## src/rtl/mon_exp.sv

```systemverilog
// rtl/mon_exp.sv - modular exponentiation sequencer driving a Montgomery multiplier
//
// Computes result = base^exp mod modulus by left-to-right square-and-multiply
// in the Montgomery domain (R = 2^64). Software supplies r2 = R^2 mod modulus.
//
// Ports:
//   pclk, nreset      clock, synchronous active-low reset
//   start             one-cycle pulse, accepted in IDLE or DONE
//   base, exp         operands (base < modulus)
//   modulus, r2       odd modulus > 1, R^2 mod modulus
//   result, err       final value / operand-check failure, valid while done=1
//   busy, done        run in progress / run finished
//   mm_go, mm_a,      multiplier GO and operands
//   mm_b, mm_m
//   mm_p, mm_ready    multiplier product (< 2*modulus) and ready flag
module mon_exp #(
    parameter int EXP_BITS   = 64,
    parameter int GAP_CYCLES = 1
) (
    input  logic        pclk,
    input  logic        nreset,
    input  logic        start,
    input  logic [63:0] base,
    input  logic [63:0] exp,
    input  logic [63:0] modulus,
    input  logic [63:0] r2,
    output logic [63:0] result,
    output logic        busy,
    output logic        done,
    output logic        err,
    output logic        mm_go,
    output logic [63:0] mm_a,
    output logic [63:0] mm_b,
    output logic [63:0] mm_m,
    input  logic [65:0] mm_p,
    input  logic        mm_ready
);

    localparam int IW = (EXP_BITS > 1) ? $clog2(EXP_BITS) : 1;
    localparam int GW = $clog2(GAP_CYCLES + 1);

    typedef enum logic [2:0] {S_IDLE, S_CHECK, S_RUN, S_GAP, S_DONE} state_t;
    typedef enum logic [2:0] {OP_CONV_X, OP_CONV_ONE, OP_SQR, OP_MUL, OP_FINAL} op_t;

    state_t              state;
    op_t                 op;
    logic [63:0]         b_r;
    logic [EXP_BITS-1:0] e_r;
    logic [63:0]         m_r;
    logic [63:0]         r2_r;
    logic [63:0]         xm;
    logic [63:0]         acc;
    logic [IW-1:0]       idx;
    logic [GW-1:0]       gap_cnt;
    logic [65:0]         q66;

    assign mm_m = m_r;

    // Multiplier output is below 2*M, so a single conditional subtraction
    // fully reduces it.
    always_comb begin
        q66 = mm_p;
        if (mm_p >= {2'b00, m_r})
            q66 = mm_p - {2'b00, m_r};
    end

    always_ff @(posedge pclk) begin
        if (!nreset) begin
            state   <= S_IDLE;
            op      <= OP_CONV_X;
            b_r     <= '0;
            e_r     <= '0;
            m_r     <= '0;
            r2_r    <= '0;
            xm      <= '0;
            acc     <= '0;
            idx     <= '0;
            gap_cnt <= '0;
            result  <= '0;
            busy    <= 1'b0;
            done    <= 1'b0;
            err     <= 1'b0;
            mm_go   <= 1'b0;
            mm_a    <= '0;
            mm_b    <= '0;
        end else begin
            case (state)
                S_IDLE, S_DONE: begin
                    if (start) begin
                        b_r   <= base;
                        e_r   <= EXP_BITS'(exp);
                        m_r   <= modulus;
                        r2_r  <= r2;
                        done  <= 1'b0;
                        err   <= 1'b0;
                        busy  <= 1'b1;
                        state <= S_CHECK;
                    end
                end
                S_CHECK: begin
                    if (!m_r[0] || m_r <= 64'd1 || b_r >= m_r) begin
                        err    <= 1'b1;
                        result <= '0;
                        done   <= 1'b1;
                        busy   <= 1'b0;
                        state  <= S_DONE;
                    end else begin
                        op    <= OP_CONV_X;
                        mm_a  <= b_r;
                        mm_b  <= r2_r;
                        mm_go <= 1'b1;
                        state <= S_RUN;
                    end
                end
                S_RUN: begin
                    if (mm_ready) begin
                        mm_go <= 1'b0;
                        case (op)
                            OP_CONV_X: xm     <= q66[63:0];
                            OP_FINAL:  result <= q66[63:0];
                            default:   acc    <= q66[63:0];
                        endcase
                        if (op == OP_FINAL) begin
                            done  <= 1'b1;
                            busy  <= 1'b0;
                            state <= S_DONE;
                        end else begin
                            gap_cnt <= GW'(GAP_CYCLES - 1);
                            state   <= S_GAP;
                        end
                    end
                end
                S_GAP: begin
                    if (gap_cnt != '0) begin
                        gap_cnt <= gap_cnt - GW'(1);
                    end else begin
                        // Select the next operation; acc/xm already hold the
                        // previous op's result.
                        state <= S_RUN;
                        mm_go <= 1'b1;
                        case (op)
                            OP_CONV_X: begin
                                op   <= OP_CONV_ONE;
                                mm_a <= 64'd1;
                                mm_b <= r2_r;
                            end
                            OP_CONV_ONE: begin
                                op   <= OP_SQR;
                                idx  <= IW'(EXP_BITS - 1);
                                mm_a <= acc;
                                mm_b <= acc;
                            end
                            OP_SQR: begin
                                if (e_r[idx]) begin
                                    op   <= OP_MUL;
                                    mm_a <= acc;
                                    mm_b <= xm;
                                end else if (idx == '0) begin
                                    op   <= OP_FINAL;
                                    mm_a <= acc;
                                    mm_b <= 64'd1;
                                end else begin
                                    op   <= OP_SQR;
                                    idx  <= idx - IW'(1);
                                    mm_a <= acc;
                                    mm_b <= acc;
                                end
                            end
                            OP_MUL: begin
                                if (idx == '0) begin
                                    op   <= OP_FINAL;
                                    mm_a <= acc;
                                    mm_b <= 64'd1;
                                end else begin
                                    op   <= OP_SQR;
                                    idx  <= idx - IW'(1);
                                    mm_a <= acc;
                                    mm_b <= acc;
                                end
                            end
                            default: begin
                                op    <= OP_FINAL;
                                mm_go <= 1'b0;
                                state <= S_DONE;
                                done  <= 1'b1;
                                busy  <= 1'b0;
                            end
                        endcase
                    end
                end
                default: state <= S_IDLE;
            endcase
        end
    end

    always_ff @(posedge pclk) begin
        if (nreset && state == S_RUN && mm_ready)
            assert (q66 < {2'b00, m_r});
    end

endmodule
```

## config.mk

```make
export PLATFORM = sky130hd
export DESIGN_NAME = mon_exp
export DESIGN_NICKNAME = d
export VERILOG_FILES = /design/src/rtl/mon_exp.sv
export SDC_FILE = /design/constraint.sdc
export NUM_CORES = 2
export LEC_CHECK = 0
export ABC_AREA = 1
export ABC_CLOCK_PERIOD_IN_PS = 6800
export CORE_MARGIN = 3
export CORE_UTILIZATION = 29
export CTS_CLUSTER_SIZE = 24
export DETAILED_ROUTE_END_ITERATION = 16
export SYNTH_ARGS = -nofsm -noshare
export SYNTH_HDL_FRONTEND = slang
export SYNTH_SLANG_ARGS = --single-unit
export TNS_END_PERCENT = 10
```

## constraint.sdc

```tcl
create_clock -name pclk -period 6.8 [get_ports pclk]
set_clock_uncertainty 0.05 [all_clocks]
set_input_delay 1.36 -clock pclk [delete_from_list [all_inputs] [get_ports pclk]]
set_output_delay 1.36 -clock pclk [all_outputs]
set_load 0.005 [all_outputs]
```

==> run metrics <==
run status finished clean; Worst VDD drop 0.197 mV; GRT Util Overall 26.1%; die area 116,000 um^2; fin. max-slew vios 0; final RePlAce weighted congestion 1.03; routed vias/inst 4.98; Layout Nets 6,006; Max Buffers Root-to-Sink 3; xor and xnor fraction of the mapped netlist area 0.352%; final antenna-violating net count 0; DRC Markers 0; hold_buf cts 0; Netlist Area Pre-Place 32,300 um^2; DR WL met3 15.8 mm; top cells by count, synth nand2_1 (1,263), nor2_1 (983), dfxtp_1 (592); crit end category flop; post-CTS setup buffer count 0; Placed Cells 6,950; RSZ-0062 raised after global routing no; area grow syn2layout 29.4%; CP Max Fanout 38; drt first pass iters 6; Seq/Total Area, Yosys 36.6%; fraction of synthesis flops using an asynchronous set or reset pin 0%; CTS tree yes; clk_lat worst skew 660 ps; Hold Crit Class reg2reg; setup_tns 0 ps; first-pass GRT wire length 227 mm; synthesis-stage register bit count 592; top_reg_cell synth dfxtp_1; Multi-input gate area 17,400 um^2; max_slew headroom 25.2%; syn nets 5,577; number of port buffers 585; WL/cell 22.3 um; DR iter-0 viols 3,596; Synth Warn # 0; syn_area_per_cell 6.32 um^2; total core area 110,000 um^2; initial antenna violation count 24; pwr dens 366 nW/um^2; post_cts resized 0; Syn Inst Count 5,121; Critical Path Source Type input port; Vias 35,342; largest family of logic cells by synthesized area simple AND/OR/NAND/NOR gates; top-count cell post-synth nand2_1; Die Ht 340 um; Final setup viols 0; simple logic cell fraction of the synthesized area 34.5%; post-synthesis mux area share 0%; area leader, netlist dfxtp_1; DR top layer met5; critical path class in2reg; width of the die 340 um; CP required 7280 ps; max frequency 209 MHz; final hold violations 0; met2 WL post-DR 68.0 mm; HPWL after DPL 122 mm; Metal-1 WL 70.0 mm; leakage 18.9 nW; layout cells sized above 1 4.08%; vias in the first global route 32,708; minimum clock period 4780 ps; Max Cap Viol 0; clock sink total 592; Num CTS Buffers 74; fin crit share 70.3%; CP arrival 5260 ps; Root Buffer clkbuf_16; # rows 121; Synth Area in Compound Gates 13.9%; Worst-path clk slew 50 ps; grt ovf 0; largest net degree at the start of global routing 188; non-filler cells, final 7,094; smallest hold slack 409 ps; final WL 158 mm; post-synth top area share 36.6%; Initial Utilization 29.5%; number of distinct library cells after synthesis 47; Reg area 11,900 um^2; Post-Synth Adder-Cell Area 5.05%; Slew @ Worst Pin 1120 ps; IO Count 586; # fillers 11,752; top post-synthesis cells by area dfxtp_1 (37%), nand2_1 (15%), nor2_1 (11%); H-Tree Depth 3; Post-synth EDFFs 0
==> metrics by stage <==
step	instance area [um^2]	total power, mW	setup slack [ps]	util [%]
floorplan	32300	8.18	3310	-
global placement	39200	11.0	1530	35.8
detailed placement	39200	11.1	1520	35.8
CTS	41800	15.3	2190	38.1
global route	41800	16.2	1950	38.1
finish	41800	15.3	2020	38.1
==> state kept, by name, indices dropped and copies added (netlist names), 3 cells and up <==
name,flops
acc,64
b_r,64
e_r,64
mm_a,64
mm_b,64
mm_m,64
r2_r,64
result,64
xm,64
idx,6
op,3
state,3
==> final cells by class <==
type | count | share of cell area [%]
clock inverters | 26 | 0.855
clock buffers | 108 | 5.31
well taps | 1476 | 4.41
multi-input cells | 3742 | 41.7
flip-flops and latches | 592 | 28.3
diodes | 10 | 0.0598
inverters | 524 | 4.73
repair buffers | 616 | 14.7
==> kinds of logic (layout without fill, tap and decap cells) <==
group,after synthesis,after routing
AOI/OAI and AO/OA,863,863
xor gates and xnor gates,13,13
adders and majority gates,130,130
buffers and inverters,787,1274
DFF,592,592
other,0,10
and+or+nand+nor,2736,2736
==> routing by layer <==
layer	vias up	global-route usage, %
li1	17159	-
met1	16486	36.3
met2	1474	39.9
met3	209	7.03
met4	14	6.81
met5	-	0
==> power by group <==
group          leakage [nW]  internal, mW  switching [mW]
registers              4.84          4.20           0.570
logic                  12.8          2.16            4.18
clock network          1.26          2.51            1.71
total                  18.9          8.87            6.46
==> final timing paths <==
path / endpoint / cells past startpoint / startpoint / slack, ps
min: r2_r[62] / 2 / r2_r[62] / 410
max: acc[43] / 15 / mm_p[60] / 2020
max reg2reg: result[44] / 14 / mm_m[63] / 2570
min reg2reg: r2_r[62] / 2 / r2_r[62] / 410
==> cell usage in the layout, fill, tap and decap left out, types with 28 or more instances in the layout <==
cell type	count
a21oi_1	287
buf_4	28
clkbuf_16	77
clkdlybuf4s50_1	584
dfxtp_1	592
ha_1	129
inv_1	505
nand2_1	1261
nand3_1	332
nand3b_1	41
nand4_1	33
nor2_1	981
o211ai_1	33
o21ai_0	506
==> critical path, cell delays in order <==
cell             delay [ps]
clkdlybuf4s50_1         640
ha_1                    590
nand2_1                 210
o21ai_0                 580
nand2_1                 140
nand2_1                 150
nor2_4                   40
buf_4                   230
nand2_4                 450
buf_4                   380
nand2_1                  90
nand2_1                 100
nand2_1                  70
o211ai_1                120
inv_1                    60
Power figures use the tool's default switching activity.
